## config.mk

```make
export PLATFORM = sky130hd
export DESIGN_NAME = downsample_out_fifo
export DESIGN_NICKNAME = d
export VERILOG_FILES = /design/src/rtl/downsample_out_fifo.sv
export SDC_FILE = /design/constraint.sdc
export NUM_CORES = 1
export LEC_CHECK = 0
export ABC_AREA = 0
export CELL_PAD_IN_SITES_DETAIL_PLACEMENT = 1
export CELL_PAD_IN_SITES_GLOBAL_PLACEMENT = 1
export CORE_MARGIN = 2
export CORE_UTILIZATION = 40
export CTS_BUF_LIST = sky130_fd_sc_hd__clkbuf_4
export DETAILED_ROUTE_END_ITERATION = 6
export PLACE_DENSITY_LB_ADDON = 0.2
export SYNTH_ARGS = -nofsm -noshare
export SYNTH_HDL_FRONTEND = slang
export SYNTH_SLANG_ARGS = --single-unit
```

## constraint.sdc

```tcl
create_clock -name CLK -period 2.3 [get_ports CLK]
set_input_delay 0.575 -clock CLK [delete_from_list [all_inputs] [get_ports CLK]]
set_output_delay 0.575 -clock CLK [all_outputs]
set_load 0.05 [all_outputs]
```

## src/rtl/downsample_out_fifo.sv

```systemverilog
// Elastic first-word-fall-through FIFO behind the pixel downsampler.
// Ready is derived from registered occupancy only; count is exported.
module downsample_out_fifo #(
  parameter  int WIDTH = 16,
  parameter  int DEPTH = 4,
  localparam int CW    = $clog2(DEPTH + 1)
) (
  input  logic             CLK,
  input  logic             RESET,
  input  logic             data_in_valid,
  input  logic [WIDTH-1:0] data_in_data,
  output logic             data_in_ready,
  output logic             data_out_valid,
  output logic [WIDTH-1:0] data_out_data,
  input  logic             data_out_ready,
  output logic [CW-1:0]    count
);

  localparam int AW = $clog2(DEPTH);
  localparam logic [CW-1:0] FULL = CW'(DEPTH);

  logic [WIDTH-1:0] mem [DEPTH];
  logic [AW-1:0]    wr_ptr;
  logic [AW-1:0]    rd_ptr;
  logic             push;
  logic             pop;

  // Handshakes come from registered occupancy, never from the far side.
  always_comb begin
    data_in_ready  = ~RESET & (count != FULL);
    data_out_valid = ~RESET & (count != '0);
    data_out_data  = mem[rd_ptr];
    push           = data_in_valid & data_in_ready;
    pop            = data_out_valid & data_out_ready;
  end

  // Storage array; contents survive reset and are only ever overwritten.
  always_ff @(posedge CLK) begin
    if (push) begin
      mem[wr_ptr] <= data_in_data;
    end
  end

  // Pointers and occupancy; pointers wrap modulo DEPTH by width.
  always_ff @(posedge CLK) begin
    if (RESET) begin
      wr_ptr <= '0;
      rd_ptr <= '0;
      count  <= '0;
    end else begin
      if (push) wr_ptr <= wr_ptr + 1'b1;
      if (pop)  rd_ptr <= rd_ptr + 1'b1;
      case ({push, pop})
        2'b10:   count <= count + 1'b1;
        2'b01:   count <= count - 1'b1;
        default: count <= count;
      endcase
    end
  end

endmodule

```

Word level (Yosys, flattened, before mapping)
Memory sizes are Yosys's and may differ from the RTL's. A register that Yosys moved wholly into a read port is not among the register bits.
Cells that the tools add are included.
{"block": "totals", "reg_bits": 7, "ramBits": 64, "inputBits": 20, "out_inout_bits": 21, "wordCells": 23, "memories": 1}
{"block": "classes", "n_addsub": 4, "n_eq_ne": 3, "mux": 5, "bitwise_logic": 5, "n_reduce_logical": 2}
{"memory": "mem", "depth": 4, "word_bits": 16, "rd": 1, "rd_clocked_by_memory_dff": 1, "write_ports": 1, "line_no": "22", "text": "logic [WIDTH-1:0] mem [DEPTH];"}
{"cell": "$pmux W3 S2", "count": 1}
{"cell": "$add A2 B1 Y2 const B", "count": 2}
{"cell": "$and A1 B1 Y1", "count": 4}
{"cell": "$mux W2", "count": 2}
{"cell": "$add A3 B1 Y3 const B", "count": 1}
{"cell": "$ne A3 B3 Y1 const B", "count": 1}
{"cell": "$reduce_bool A3 Y1", "count": 1}
{"cell": "$sub A3 B1 Y3 const B", "count": 1}
{"cell": "$eq A2 B1 Y1 const B", "count": 1}
{"cell": "$eq A2 B2 Y1 const B", "count": 1}
{"cell": "$mux W1", "count": 2}
{"cell": "$reduce_bool A2 Y1", "count": 1}
{"cell": "$not A1 Y1", "count": 1}

Logic depth before layout (Yosys ltp)
Gate-level depths: netlist of the first run.
{"block": "logic_depth", "word_depth": 5, "depth_mapped": 9, "mapped_depth_nobuf": 9}

Worst setup path before layout of the first run
Ideal clock, no wire load.
{"block": "synth_timing", "path_type": "register to register", "start": "register count[2]", "end": "register count[2]", "setup_time_ps": 71, "t_arrival_ps": 2319, "required_ps": 2229, "path_slack_ps": -89, "stages_incl_launch_ff": 10, "path_buffers": 0, "cell_sequence": "dfxtp_1 > nor3b_2 > nor3b_4 > inv_1 > ha_1 > inv_1 > fa_1 > xor2_1 > or3_1 > a21oi_1"}
{"block": "synth_between", "elab_chain_cells": 5, "word_cells_on_any_way": 12, "cone_classes": "add/sub: 2; eq/ne: 3; mux: 1; bitwise: 4; reduce/logical: 2"}
{"element": "from (decl)", "line_no": "16", "text": "output logic [CW-1:0] count"}
{"element": "from (signal assigned)", "line_no": "54", "text": "2'b10: count <= count + 1'b1;"}
{"element": "from (signal assigned)", "line_no": "55", "text": "2'b01: count <= count - 1'b1;"}
{"element": "from (signal assigned)", "line_no": "56", "text": "default: count <= count;"}
{"element": "$ne A3 B3 Y1 or $reduce_bool A3 Y1 (tied branches)", "line_no": "30, 31"}
{"element": "$and A1 B1 Y1, on equally long branches", "line_no": "30, 31"}
{"element": "$and A1 B1 Y1, on equally long branches", "line_no": "33, 34"}
{"element": "$eq A2 B1 Y1 or $eq A2 B2 Y1 (tied branches)", "line_no": "53", "text": "case ({push, pop})"}
{"element": "$pmux W3 S2 or $reduce_bool A2 Y1 (tied branches)"}
Parallel ways exist; a longest one is shown, timed or not.
A chain may end at the register's enable or synchronous reset.

==> results of run 1 <==
## Yosys cell counts
library cell,instances,share of area (%)
a21oi_1,2,0.36
mux2_4,1,0.53
o31ai_1,1,0.27
nand2b_1,1,0.22
buf_2,1,0.18
and2_2,4,1.1
buf_6,2,0.80
nor3b_4,1,0.67
mux4_2,16,13
edfxtp_1,64,68
inv_1,6,0.80
nor3b_2,1,0.44
dfxtp_1,9,6.4
or3_1,1,0.22
o21ai_0,1,0.18
xor2_1,4,1.2
mux2i_1,1,0.36
nor2_1,10,1.3
o311ai_0,1,0.31
clkbuf_1,1,0.13
clkbuf_2,1,0.18
fa_1,1,0.71
nor3_1,1,0.18
ha_1,5,2.2
## cell usage in the layout (no fill, tap or decap), types with 2 or more instances in the layout
| cell | netlist | final |
|---|---|---|
| and2_2 | 4 | 4 |
| buf_6 | 2 | 3 |
| edfxtp_1 | 64 | 64 |
| ha_1 | 5 | 4 |
| dfxtp_1 | 9 | 6 |
| nor3b_4 | 1 | 2 |
| xor2_1 | 4 | 4 |
| inv_1 | 6 | 6 |
| mux4_2 | 16 | 16 |
| clkinv_1 | 0 | 2 |
| buf_12 | 0 | 7 |
| dfxtp_2 | 0 | 2 |
| nor2_1 | 10 | 9 |
| clkbuf_4 | 0 | 10 |
| buf_4 | 0 | 22 |
| bufinv_16 | 0 | 3 |
| dlygate4sd2_1 | 0 | 2 |
| clkdlybuf4s50_1 | 0 | 19 |
| a21oi_1 | 2 | 2 |
## through the flow
| step | cells | area, um^2 |
|---|---|---|
| CTS | 297 | 3637 |
| global route | 298 | 3679 |
| finish | 298 | 3679 |
| global placement | 281 | 3445 |
| detailed placement | 281 | 3445 |
| floorplan | 136 | 2813 |
## cell type report
class                      instances  area (um^2)
clock buffer                      10        75.07
clock inverter                     6        106.4
fill                             622         3115
inverter                           6        22.52
multi-input combinational         52        661.9
sequential                        73         2108
tap                               96        120.1
timing repair buffer              55        584.3
## worst max path at each step
stage               slack, ns           start               end  cells after the start
floorplan                0.05        count[0]          count[2]                      8
global placement        -0.17  data_out_ready          count[2]                      9
detailed placement      -0.30           RESET          count[2]                      9
CTS                      0.02       flip-flop  data_out_data[5]                      3
global route           -0.009       flip-flop  data_out_data[1]                      3
finish                   0.08       flip-flop  data_out_data[7]                      3
## what timing repair did
| action | 4_1_cts | 5_1_grt |
|---|---|---|
| resized for setup | 7 | 5 |
| hold buffers | 0 | 0 |
| cloned | 0 | 1 |
| setup endpoints to repair | 12 | 13 |
## worst max-delay path, stage by stage (launching register included)
cell       delay (ns)
dfxtp_4          0.39
clkbuf_16        0.17
mux4_2           0.52
buf_6            0.17
## sequential cells by signal (all words and copies together), names as in the netlist, named ones only
register and cells:
mem 64, count 3, rd_ptr 2, wr_ptr 2
## per-layer routing
layer	track usage (%)	vias up	wire, um
li1	-	663	-
met1	18.15	746	2155
met2	26.93	33	2997
met3	4.147	2	196
met4	5.035	0	29
met5	0	-	0
## cell families (layout without fill, tap and decap cells)
group	after synthesis	after routing	share of synthesized area (%)
mux	18	18	13.71
xor+xnor	4	4	1.246
flops	73	73	74.77
buf+inv	11	77	2.091
simple gates	19	19	4.139
fa+ha+maj	6	6	2.937
compound gates	5	5	1.113
## power by group through the flow
| stage | Sequential (mW) | Combinational [mW] | Clock, mW |
|---|---|---|---|
| 2_1_floorplan | 1.57 | 0.353 | 0 |
| 3_3_place_gp | 1.55 | 0.559 | 0 |
| 3_5_place_dp | 1.56 | 0.575 | 0 |
| 4_1_cts | 1.53 | 0.580 | 1.00 |
| 5_1_grt | 1.54 | 0.623 | 1.05 |
| 6_report | 1.53 | 0.586 | 0.975 |
==> metrics.yaml, run 1 <==
pwr:
  p_seq_share_pct: 49.6
  p_total_mw: 3.095
  pwr-share-clk_pct: 31.5
  power.internal_mw: 2.310
  p_per_area_nw_per_um2: 841.5
  ir_drop_v: 0.0002867
  p_comb_share_pct: 18.9
  p_leak_nw: 1.262
  switchingPower_mw: 0.7854
  swShare_pct: 25.37
layout:
  post-route-util_pct: 54.14
  nets: 223
  antenna_cells: 0
  drive_above_1_share_pct: 37.13
  area_delta_synth_final_pct: 30.84
timing:
  post-route-period-util_pct: 96.64
  fin_skew_ns: 0.007820
  slew_violations: 0
  worstMarginPinSlew_ns: 0.5001
  fin_tns_setup_ns: 0
  setup_violations: 0
  fmax_mhz: 449.9
  post-route-min-period_ns: 2.223
  maxSlewHeadroom_pct: 66.56
  hold_ws_ns: 0.5534
  hold_viol: 0
  setup_ws_ns: 0.07720
worst_setup_path:
  r2r_start: "count[0]"
  cp-start-kind: "flip-flop"
  crit_type: "flip-flop to output pin"
  r2r-end: "count[2]"
  end_kind: "output pin"
  crit_fanout: 8
  required_ns: 1.73
  arrival_ns: 1.65
  worst-r2r-cell-count: 9
  r2r_slack_ns: 0.21
clocking:
  clk_latency_ns: 0.39
  cts_buffer_depth: 2
  cts_inserted_buffers: 9
  cts_sinks: 73
  clk_pin_slew_ns: 0.11
  cts_root_buf: "clkbuf_4"
  post_cts_buffers: 0
  htreeDepth: 3
  cts_tree: "built"
global_routing:
  grt_max_degree: 17
  grt-ovfl-total: 0
  grt_pass1_vias: 1640
  grt_pass1_wl_um: 8459
  antenna_found_initial: 0
  grtUsageTotal_pct: 15.28
floorplan:
  fp.dieArea_um2: 7715
  core_um2: 6794
  die_y_um: 87.84
  die_w_um: 87.84
  start_util_pct: 41.38
  core.rowCount: 30
  ios: 41
detailed_routing:
  totalWireLength_um: 5378
  drt-initial-drc-count: 80
  wl_per_cell_um: 18.05
  vias_per_cell: 4.846
  vias: 1444
  drc: 0
  drtAntennaViolNets: 0
  drtPass1Iterations: 4
yosys:
  ys_ff_latch: 73
  netlist_instances: 136
  synth.cell_area_um2: 2811
  synth_warnings: 0
  ys_seq_area_share_pct: 74.77
  ys_types: 24
  syn_area_per_cell_um2: 20.67
  syn_nets: 162
min_path:
  worstHoldStart: "rd_ptr[0]"
  hold_class: "flip-flop to flip-flop"
  whs_path_depth: 2
  hold_end: "rd_ptr[0]"
placement:
  port_buffers: 40
  dpl_worst_slack_ns: -0.2988
  dp_hpwl_um: 3610
  routabilityCongestion: 0.6994
run_status:
  status: "finished, final reports clean"
run:
  cap_violations: 0
No activity file was read; power rests on OpenSTA's default activity.
==> inputs of run 2 (changes only) <==
--- a/config.mk
+++ b/config.mk
@@ -11,6 +11,7 @@
 export CORE_MARGIN = 2
 export CORE_UTILIZATION = 40
 export CTS_BUF_LIST = sky130_fd_sc_hd__clkbuf_4
+export CTS_CLUSTER_SIZE = 12
 export DETAILED_ROUTE_END_ITERATION = 6
 export PLACE_DENSITY_LB_ADDON = 0.2
 export SYNTH_ARGS = -nofsm -noshare
==> results of run 2 <==
The final DEF is identical to that of run 1; final timing and power are the same.
